`config.mk`:
```
export PLATFORM = sky130hd
export DESIGN_NAME = instr_fetch_flat
export DESIGN_NICKNAME = d
export VERILOG_FILES = /design/src/rtl/mips_pkg.sv /design/src/rtl/instr_fetch_if.sv /design/src/rtl/next_pc.sv /design/src/rtl/instr_fetch.sv /design/src/flat_wrapper.sv
export SDC_FILE = /design/constraint.sdc
export NUM_CORES = 2
export LEC_CHECK = 0
export BUFFER_PORTS_ARGS = -buffer_cell sky130_fd_sc_hd__buf_2
export CAP_MARGIN = 20
export CORE_MARGIN = 5
export CORE_UTILIZATION = 62
export DETAILED_ROUTE_END_ITERATION = 12
export GPL_ROUTABILITY_DRIVEN = 0
export MAX_ROUTING_LAYER = met4
export PLACE_DENSITY = 0.79
export SLEW_MARGIN = 25
export SYNTH_ARGS = -nofsm -noshare
export SYNTH_HDL_FRONTEND = slang
export SYNTH_HIERARCHICAL = 1
export SYNTH_SLANG_ARGS = --single-unit
```
`constraint.sdc`:
```
create_clock -name clk -period 5.85 [get_ports clk]
set_input_delay 0.8775 -clock clk [delete_from_list [all_inputs] [get_ports clk]]
set_output_delay 0.8775 -clock clk [all_outputs]
set_load 0.02 [all_outputs]
```
`src/rtl/mips_pkg.sv`:
```
// -----------------------------------------------------------------------------
// mips_pkg
// Shared definitions for the single-cycle MIPS datapath:
//   - opcode constants used by the fetch stage and the main control decoder
//   - the run-control FSM state type of the fetch stage
//   - HALT_WORD, the instruction word that stops execution
//   - branch_offset(): sign-extended, word-scaled branch displacement
// No ports (package).
// -----------------------------------------------------------------------------
package mips_pkg;

  localparam logic [5:0] OP_RTYPE = 6'b000000;
  localparam logic [5:0] OP_LW    = 6'b100011;
  localparam logic [5:0] OP_SW    = 6'b101011;
  localparam logic [5:0] OP_BEQ   = 6'b000100;
  localparam logic [5:0] OP_J     = 6'b000010;
  localparam logic [5:0] OP_HALT  = 6'b111111;

  localparam logic [31:0] HALT_WORD = {OP_HALT, 26'h000_0000};

  typedef enum logic [1:0] {
    ST_IDLE = 2'd0,
    ST_RUN  = 2'd1,
    ST_HALT = 2'd2
  } fetch_state_e;

  // Branch displacement is a signed word count; turn it into a byte offset.
  function automatic logic [31:0] branch_offset(input logic [15:0] imm16);
    return {{14{imm16[15]}}, imm16, 2'b00};
  endfunction

endpackage

```
`src/rtl/instr_fetch_if.sv`:
```
// -----------------------------------------------------------------------------
// instr_fetch_if
// Bundles every non-clock/reset signal of the fetch stage.
//   master : host/control side - drives run control (start, stall),
//            control-unit outputs (branch, jump, Zero) and the program-load
//            port (imem_we, imem_waddr, imem_wdata); observes fetch results.
//   slave  : the fetch stage itself - drives instr and its decoded fields,
//            pc, pc_plus4, instr_valid and halted.
// -----------------------------------------------------------------------------
interface instr_fetch_if #(
  parameter int IMEM_DEPTH = 64
);
  localparam int AW = $clog2(IMEM_DEPTH);

  logic          start;
  logic          stall;
  logic          branch;
  logic          jump;
  logic          Zero;
  logic          imem_we;
  logic [AW-1:0] imem_waddr;
  logic [31:0]   imem_wdata;

  logic [31:0]   instr;
  logic [5:0]    opcode;
  logic [4:0]    rs;
  logic [4:0]    rt;
  logic [4:0]    rd;
  logic [5:0]    func;
  logic [15:0]   imm16;
  logic [31:0]   pc;
  logic [31:0]   pc_plus4;
  logic          instr_valid;
  logic          halted;

  modport master (
    output start, stall, branch, jump, Zero, imem_we, imem_waddr, imem_wdata,
    input  instr, opcode, rs, rt, rd, func, imm16, pc, pc_plus4,
           instr_valid, halted
  );

  modport slave (
    input  start, stall, branch, jump, Zero, imem_we, imem_waddr, imem_wdata,
    output instr, opcode, rs, rt, rd, func, imm16, pc, pc_plus4,
           instr_valid, halted
  );

endinterface

```
`src/rtl/next_pc.sv`:
```
// -----------------------------------------------------------------------------
// next_pc
// Combinational next-PC resolution for the fetch stage.
// Ports:
//   pc_plus4 in 32 : sequential successor of the current PC
//   instr    in 32 : currently fetched instruction (jump index, branch imm)
//   branch   in 1  : main control says "branch instruction"
//   jump     in 1  : main control says "jump instruction"
//   Zero     in 1  : ALU comparison result
//   next_pc  out 32: PC to load at the next active edge
// Priority: jump, then taken branch, then fall-through.
// -----------------------------------------------------------------------------
module next_pc
  import mips_pkg::*;
(
  input  logic [31:0] pc_plus4,
  input  logic [31:0] instr,
  input  logic        branch,
  input  logic        jump,
  input  logic        Zero,
  output logic [31:0] next_pc
);

  // The opcode bits play no part in the target computation.
  logic unused_opcode;
  assign unused_opcode = ^instr[31:26];

  // Select the redirect target; arithmetic wraps modulo 2^32.
  always_comb begin
    next_pc = pc_plus4;
    if (jump) begin
      next_pc = {pc_plus4[31:28], instr[25:0], 2'b00};
    end else if (branch && Zero) begin
      next_pc = pc_plus4 + branch_offset(instr[15:0]);
    end else begin
      next_pc = pc_plus4;
    end
  end

endmodule

```
`src/rtl/instr_fetch.sv`:
```
// -----------------------------------------------------------------------------
// instr_fetch
// Fetch stage of the single-cycle MIPS datapath: program counter, instruction
// memory with a program-load write port, field split of the fetched word and
// an IDLE/RUN/HALT run-control FSM.
// Ports:
//   clk   in 1 : rising-edge clock
//   rst_n in 1 : synchronous active-low reset (returns to IDLE, pc = 0;
//                memory contents are kept)
//   bus   slave modport of instr_fetch_if (run control, control-unit inputs,
//         program-load port, fetched instruction/fields, pc, status)
// -----------------------------------------------------------------------------
module instr_fetch #(
  parameter int          IMEM_DEPTH = 64,
  parameter logic [31:0] HALT_WORD  = 32'hFC00_0000
) (
  input  logic           clk,
  input  logic           rst_n,
  instr_fetch_if.slave   bus
);
  import mips_pkg::*;

  localparam int AW = $clog2(IMEM_DEPTH);

  fetch_state_e state_r;
  logic [31:0]  pc_r;
  logic         halted_r;
  logic [31:0]  mem_r [IMEM_DEPTH];

  logic         running_s;
  logic         out_of_range_s;
  logic         is_halt_s;
  logic [31:0]  instr_s;
  logic [31:0]  pc_plus4_s;
  logic [31:0]  next_pc_s;

  assign running_s      = (state_r == ST_RUN);
  assign pc_plus4_s     = pc_r + 32'd4;
  // Any PC bit above the word-index field means we ran off the memory.
  assign out_of_range_s = (pc_r[31:AW+2] != {(30-AW){1'b0}});
  assign is_halt_s      = (instr_s == HALT_WORD);

  // Combinational fetch; the memory is only visible while running in range.
  always_comb begin
    instr_s = 32'd0;
    if (running_s && !out_of_range_s) begin
      instr_s = mem_r[pc_r[AW+1:2]];
    end else begin
      instr_s = 32'd0;
    end
  end

  next_pc u_next_pc (
    .pc_plus4 (pc_plus4_s),
    .instr    (instr_s),
    .branch   (bus.branch),
    .jump     (bus.jump),
    .Zero     (bus.Zero),
    .next_pc  (next_pc_s)
  );

  // Program-load port: writes are only taken while not executing.
  always_ff @(posedge clk) begin
    if (bus.imem_we && (state_r != ST_RUN)) begin
      mem_r[bus.imem_waddr] <= bus.imem_wdata;
    end
  end

  // Run-control FSM and program counter.
  always_ff @(posedge clk) begin
    if (!rst_n) begin
      state_r  <= ST_IDLE;
      pc_r     <= 32'd0;
      halted_r <= 1'b0;
    end else begin
      case (state_r)
        ST_IDLE: begin
          if (bus.start) begin
            state_r <= ST_RUN;
          end
        end
        ST_RUN: begin
          // A stall freezes everything, including halt detection.
          if (!bus.stall) begin
            if (is_halt_s || out_of_range_s) begin
              state_r  <= ST_HALT;
              halted_r <= 1'b1;
            end else begin
              pc_r <= next_pc_s;
            end
          end
        end
        ST_HALT: begin
          if (bus.start) begin
            state_r  <= ST_RUN;
            pc_r     <= 32'd0;
            halted_r <= 1'b0;
          end
        end
        default: begin
          state_r  <= ST_IDLE;
          pc_r     <= 32'd0;
          halted_r <= 1'b0;
        end
      endcase
    end
  end

  assign bus.instr       = instr_s;
  assign bus.opcode      = instr_s[31:26];
  assign bus.rs          = instr_s[25:21];
  assign bus.rt          = instr_s[20:16];
  assign bus.rd          = instr_s[15:11];
  assign bus.func        = instr_s[5:0];
  assign bus.imm16       = instr_s[15:0];
  assign bus.pc          = pc_r;
  assign bus.pc_plus4    = pc_plus4_s;
  assign bus.instr_valid = running_s && !bus.stall && !out_of_range_s && !is_halt_s;
  assign bus.halted      = halted_r;

endmodule

```
`src/flat_wrapper.sv`:
```
// flat-port wrapper written by rule: the top's interface ports become plain ports
module instr_fetch_flat import mips_pkg::*;
#(
  parameter int          IMEM_DEPTH = 64,
  parameter logic [31:0] HALT_WORD  = 32'hFC00_0000
)
  (clk, rst_n, bus_start, bus_stall, bus_branch, bus_jump, bus_Zero, bus_imem_we, bus_imem_waddr, bus_imem_wdata, bus_instr, bus_opcode, bus_rs, bus_rt, bus_rd, bus_func, bus_imm16, bus_pc, bus_pc_plus4, bus_instr_valid, bus_halted);
  instr_fetch_if #(.IMEM_DEPTH(IMEM_DEPTH)) bus_i ();
  input  logic clk;
  input  logic rst_n;
  input wire logic [$bits(bus_i.start)-1:0] bus_start;
  input wire logic [$bits(bus_i.stall)-1:0] bus_stall;
  input wire logic [$bits(bus_i.branch)-1:0] bus_branch;
  input wire logic [$bits(bus_i.jump)-1:0] bus_jump;
  input wire logic [$bits(bus_i.Zero)-1:0] bus_Zero;
  input wire logic [$bits(bus_i.imem_we)-1:0] bus_imem_we;
  input wire logic [$bits(bus_i.imem_waddr)-1:0] bus_imem_waddr;
  input wire logic [$bits(bus_i.imem_wdata)-1:0] bus_imem_wdata;
  output wire logic [$bits(bus_i.instr)-1:0] bus_instr;
  output wire logic [$bits(bus_i.opcode)-1:0] bus_opcode;
  output wire logic [$bits(bus_i.rs)-1:0] bus_rs;
  output wire logic [$bits(bus_i.rt)-1:0] bus_rt;
  output wire logic [$bits(bus_i.rd)-1:0] bus_rd;
  output wire logic [$bits(bus_i.func)-1:0] bus_func;
  output wire logic [$bits(bus_i.imm16)-1:0] bus_imm16;
  output wire logic [$bits(bus_i.pc)-1:0] bus_pc;
  output wire logic [$bits(bus_i.pc_plus4)-1:0] bus_pc_plus4;
  output wire logic [$bits(bus_i.instr_valid)-1:0] bus_instr_valid;
  output wire logic [$bits(bus_i.halted)-1:0] bus_halted;
  assign bus_i.start = bus_start;
  assign bus_i.stall = bus_stall;
  assign bus_i.branch = bus_branch;
  assign bus_i.jump = bus_jump;
  assign bus_i.Zero = bus_Zero;
  assign bus_i.imem_we = bus_imem_we;
  assign bus_i.imem_waddr = bus_imem_waddr;
  assign bus_i.imem_wdata = bus_imem_wdata;
  assign bus_instr = bus_i.instr;
  assign bus_opcode = bus_i.opcode;
  assign bus_rs = bus_i.rs;
  assign bus_rt = bus_i.rt;
  assign bus_rd = bus_i.rd;
  assign bus_func = bus_i.func;
  assign bus_imm16 = bus_i.imm16;
  assign bus_pc = bus_i.pc;
  assign bus_pc_plus4 = bus_i.pc_plus4;
  assign bus_instr_valid = bus_i.instr_valid;
  assign bus_halted = bus_i.halted;
  instr_fetch #(.IMEM_DEPTH(IMEM_DEPTH), .HALT_WORD(HALT_WORD)) u_core (.clk(clk), .rst_n(rst_n), .bus(bus_i));
endmodule
```
# == Word level (Yosys, flattened, before mapping) ==
# Memory sizes are Yosys's and may differ from the RTL's. A register that Yosys moved wholly into a read port is not among the register bits.
# Cells that the tools add are included.
# word_totals
memories,1
word_cells,51
reg_bits,35
ram_bits,2048
out_inout_bits,141
inputBits,46
# op_classes
add_sub_neg,2
mux,19
n_eq_ne,9
n_bitwise,1
reduce_logical,16
# mem_list
memory,words,width,read_ports,rd_clocked_by_memory_dff,wr,line,rtl
u_core.mem_r,64,32,1,1,1,instr_fetch.sv:28,logic [31:0] mem_r [IMEM_DEPTH];
# op_table
op,n
32-bit 2-to-1 mux,6
32-bit case mux with 3 select lines,1
32-bit by 3-bit adder with 32-bit output (second input constant),1
32-bit adder,1
32-bit == test (second input constant),1
24-bit nonzero test,1
6-bit 2-to-1 mux,2
2-bit != test (second input constant),4
4-bit AND reduction,2
1-bit logical AND,6
2-bit 2-to-1 mux,3
1-bit 2-to-1 mux,5
2-bit by 1-bit != test with 1-bit output (second input constant),2
2-bit case mux with 2 select lines,1
1-bit logical NOT,3
1-bit case mux with 3 select lines,1
3-bit AND reduction,1
2-bit by 1-bit == test with 1-bit output (second input constant),1
2-bit == test (second input constant),1
2-bit logical NOT,1
2-bit OR reduction,1
1-bit logical OR,1
1-bit NOT,1

# == Logic depth before layout (Yosys ltp) ==
# depth
word_depth,12
mapped_depth,24
mapped_depth_nobuf,18

# == By module ==
# Netlist, hierarchy kept.
# by_module_without_submodules
mod,seq_area_each_um2,cells_per_inst,instances,area_per_inst_um2
instr_fetch,62319.8,3925,1,81353.0
next_pc,0.0,335,1,2183.3

# == Worst setup path before layout ==
# Ideal clock, no wire load.
# synth_timing
path_type,register -> register
start,register (tool-made name)
end,register u_core.pc_r[22] (netlist: u_core/bus.pc[22])
synth_period_minus_slack_ns,5.206
required_ns,5.733
arrival_time_ns,5.089
path_slack_ns,0.644
n_path_buf,5
setup_ns,0.117
path_stages_with_launch,22
path_cell_list,dfxtp_1 -> buf_6 -> buf_6 -> buf_6 -> buf_6 -> buf_2 -> mux4_2 -> a22oi_1 -> a21oi_1 -> nor4_1 -> nor2_1 -> ha_1 -> fa_1 -> a21o_2 -> a221o_2 -> or3b_1 -> a31o_1 -> a21oi_1 -> or2_2 -> mux2i_1 -> nand3_1 -> a22o_1
# synth_rtl
item,line,rtl
end signal: assignment,instr_fetch.sv:89,pc_r <= next_pc_s;
end: declaration,instr_fetch.sv:26,logic [31:0] pc_r;

==> qor.txt <==
Number of max-cap violations = 0
DRC viols = 0
Switching share of power = 22.10%
Slew Limit Fails = 0
Synth Area in XOR/XNOR = 0.5452%
Register share of total power = 53.0%
Setup TNS = -73.18 ps
Avg Cell Area, Syn = 19.61 um^2
Fin area = 95610 um^2
Post-synthesis compound-gate area fraction = 4.369%
Drt pass-1 iters = 9
IO Port Bufs = 186
Root buf cell = clkbuf_16
Worst-path maximum fanout = 35
Clock transition at the registers of the reported paths = 60 ps
Type of the worst min-delay path = in2reg
Die height = 377.1 um
Sw power = 6.885 mW
Placed Area = 88260 um^2
Post-synth EDFFs = 2048
Routed Antenna Nets = 0
Final Hold Fails = 0
H-Tree Level Count = 4
Initial Util = 62.52%
Failing checks = negative setup slack
Pwr/cell area = 325.8 nW/um^2
Initial antenna violation count = 18
Sequential element share of the synthesized area = 74.60%
Most common cell after layout, fill and taps aside = edfxtp_1
Grt met2 use = 53.68%
CTS max path bufs = 3
Worst EP arrival = 5050 ps
Grt ovf = 0
Starting DRT DRC Count = 9173
Worst hold margin = 375.7 ps
Ys async rst share = 0%
Met3 GRT Util = 12.04%
First-pass GRT wire length = 353100 um
Core box area = 133600 um^2
Share of layout cells above drive strength 1 = 28.20%
Cell variety after synth = 92
Total track usage = 36.68%
DR vias = 48770
Final Skew = 61.60 ps
Top FF cell, synth = edfxtp_1
Status = finished with violations
Post-synthesis simple-gate area fraction = 3.228%
Final Util = 71.55%
Number of global-route vias before repair = 47260
Internal = 24.26 mW
Min Tclk post-route = 5923 ps
Die Area = 142200 um^2
Syn Inst Count = 4260
Horiz. Die Dim = 377.1 um
Total clock sinks = 2089
Leak = 30.15 nW
CTS Hold Bufs = 0
Period utilization = 101.3%
Achievable Freq = 168.8 MHz
Clock Latency Late Sink = 840 ps
IO Count = 187
Type of destination of the critical path = primary output
Adder and majority gate portion of the synthesized area = 0.4733%
Yosys synthesis warning count = 6
Met1 Resource Use GR = 46.51%
DP HPWL = 145000 um
Pwr Total = 31.15 mW
Worst endpoint required time = 4970 ps
Largest family of logic cells by synthesized area = multiplexers
Grt peak-use layer = met2
CP Launch Type = flip-flop
Row Count = 134
Post-Route WL = 254700 um
Comb power frac = 5.7%
Avg WL per Cell = 38.31 um
Most frequent cells in the layout = edfxtp_1 (2048), mux4_2 (411), buf_4 (281)
Synth Register Bits = 2089
Worst-margin pin slew = 1205 ps
Drt via density = 7.336
Area Overhead vs Synth = 14.46%
TritonCTS Buffers = 196
Largest net degree at the start of global routing = 65
Clock Power Share = 41.3%
Worst vdd ir = 0.2977 mV
Final-layout fill cell count = 7362
Slew headroom = 19.49%
WS Path Type = reg2out
Final worst setup slack = -73.18 ps
# nets final = 4766
Multi-input logic area = 20200 um^2
Final setup fails = 1
Synth Net Count = 4337
FF+latch area = 62340 um^2
CTS tree = built
Post-synthesis mux area share = 14.77%
Mapped cell area = 83540 um^2
## timing repair
action / CTS / global route
resized for setup: 27 / 25
cloned: 2 / 2
buffers inserted: 18 / 16
setup endpoints to repair: 5 / 1
pin swaps: 3 / 9
## synth_stat cells (36+ instances only)
| library cell | n | area [um^2] |
|---|---|---|
| buf_4 | 76 | 570.6 |
| mux2i_1 | 279 | 2793 |
| xnor2_1 | 36 | 315.3 |
| nor3_1 | 39 | 195.2 |
| nand3_1 | 46 | 230.2 |
| clkbuf_1 | 79 | 296.5 |
| o21ai_0 | 55 | 275.3 |
| a22o_1 | 42 | 367.9 |
| nor2_1 | 159 | 596.8 |
| a22oi_1 | 98 | 735.7 |
| buf_2 | 76 | 380.4 |
| a21oi_1 | 83 | 415.4 |
| o22ai_1 | 73 | 456.7 |
| nand2_1 | 153 | 574.3 |
| edfxtp_1 | 2048 | 61500 |
| mux4_2 | 411 | 9256 |
| dfxtp_1 | 41 | 820.8 |
## worst max-delay path, stage by stage, from the launching register on
cell,delay (ps)
dfxtp_4,510
buf_12,300
nor3b_1,1000
nand3_1,240
o2111ai_2,220
a211oi_1,210
or3_1,430
or3_4,400
or4_4,570
nand2_2,100
nor2_1,40
buf_2,150
## area by class of cell
type / count / area share, %
diodes: 20 / 0.05234
repair buffers: 509 / 4.454
clock buffers: 230 / 5.285
clock inverters: 138 / 1.502
well taps: 1768 / 2.314
flip-flops and latches: 2089 / 65.20
inverters: 17 / 0.06674
multi-input cells: 1876 / 21.13
## kinds of logic after synthesis
logic type	after synthesis
buffers and inverters	295
AOI/OAI and AO/OA	516
muxes	716
DFF	2089
xor gates and xnor gates	52
and+or+nand+nor	561
adders and majority gates	31
## routing by layer
layer / wire [um] / part of all wire (%)
met1: 80170 / 31
met2: 114800 / 45
met3: 42710 / 17
met4: 16940 / 6.6
met5: 0 / 0
## per-stage QoR
stage | setup WS (ps) | cells
final | -73.18 | 6647
after global routing | -32.27 | 6643
after CTS | 9.891 | 6606
after detailed placement | -37.99 | 6220
after global placement | -11.27 | 6213
after floorplan | 643.7 | 4260
## path summary, 6_finish.rpt
| check | endpoint | start | slack [ps] | cells past startpoint |
|---|---|---|---|---|
| worst max register to register | u_core/bus.pc[20] | flip-flop | 60 | 21 |
| worst max-delay path | bus_instr_valid | flip-flop | -70 | 11 |
| worst min register to register | u_core/bus.halted | u_core/bus.halted | 520 | 2 |
| worst min-delay path | u_core/state_r[0] | bus_stall | 380 | 3 |
## flip-flops by register name (all words and copies together), names as in the netlist, named ones only
| signal | cells |
|---|---|
| u_core/mem_r | 2048 |
| u_core/bus.pc | 32 |
| u_core/state_r | 2 |
| u_core/bus.halted | 1 |
## power by group through the flow
stage / Sequential (mW) / Combinational (mW) / Clock (mW)
6_report: 16.5 / 1.79 / 12.8
3_3_place_gp: 16.8 / 1.60 / 0
3_5_place_dp: 16.8 / 1.64 / 0
2_1_floorplan: 16.8 / 0.929 / 0
4_1_cts: 16.5 / 1.70 / 12.9
5_1_grt: 16.5 / 1.84 / 13.6
(Power assumes the default switching activity.)
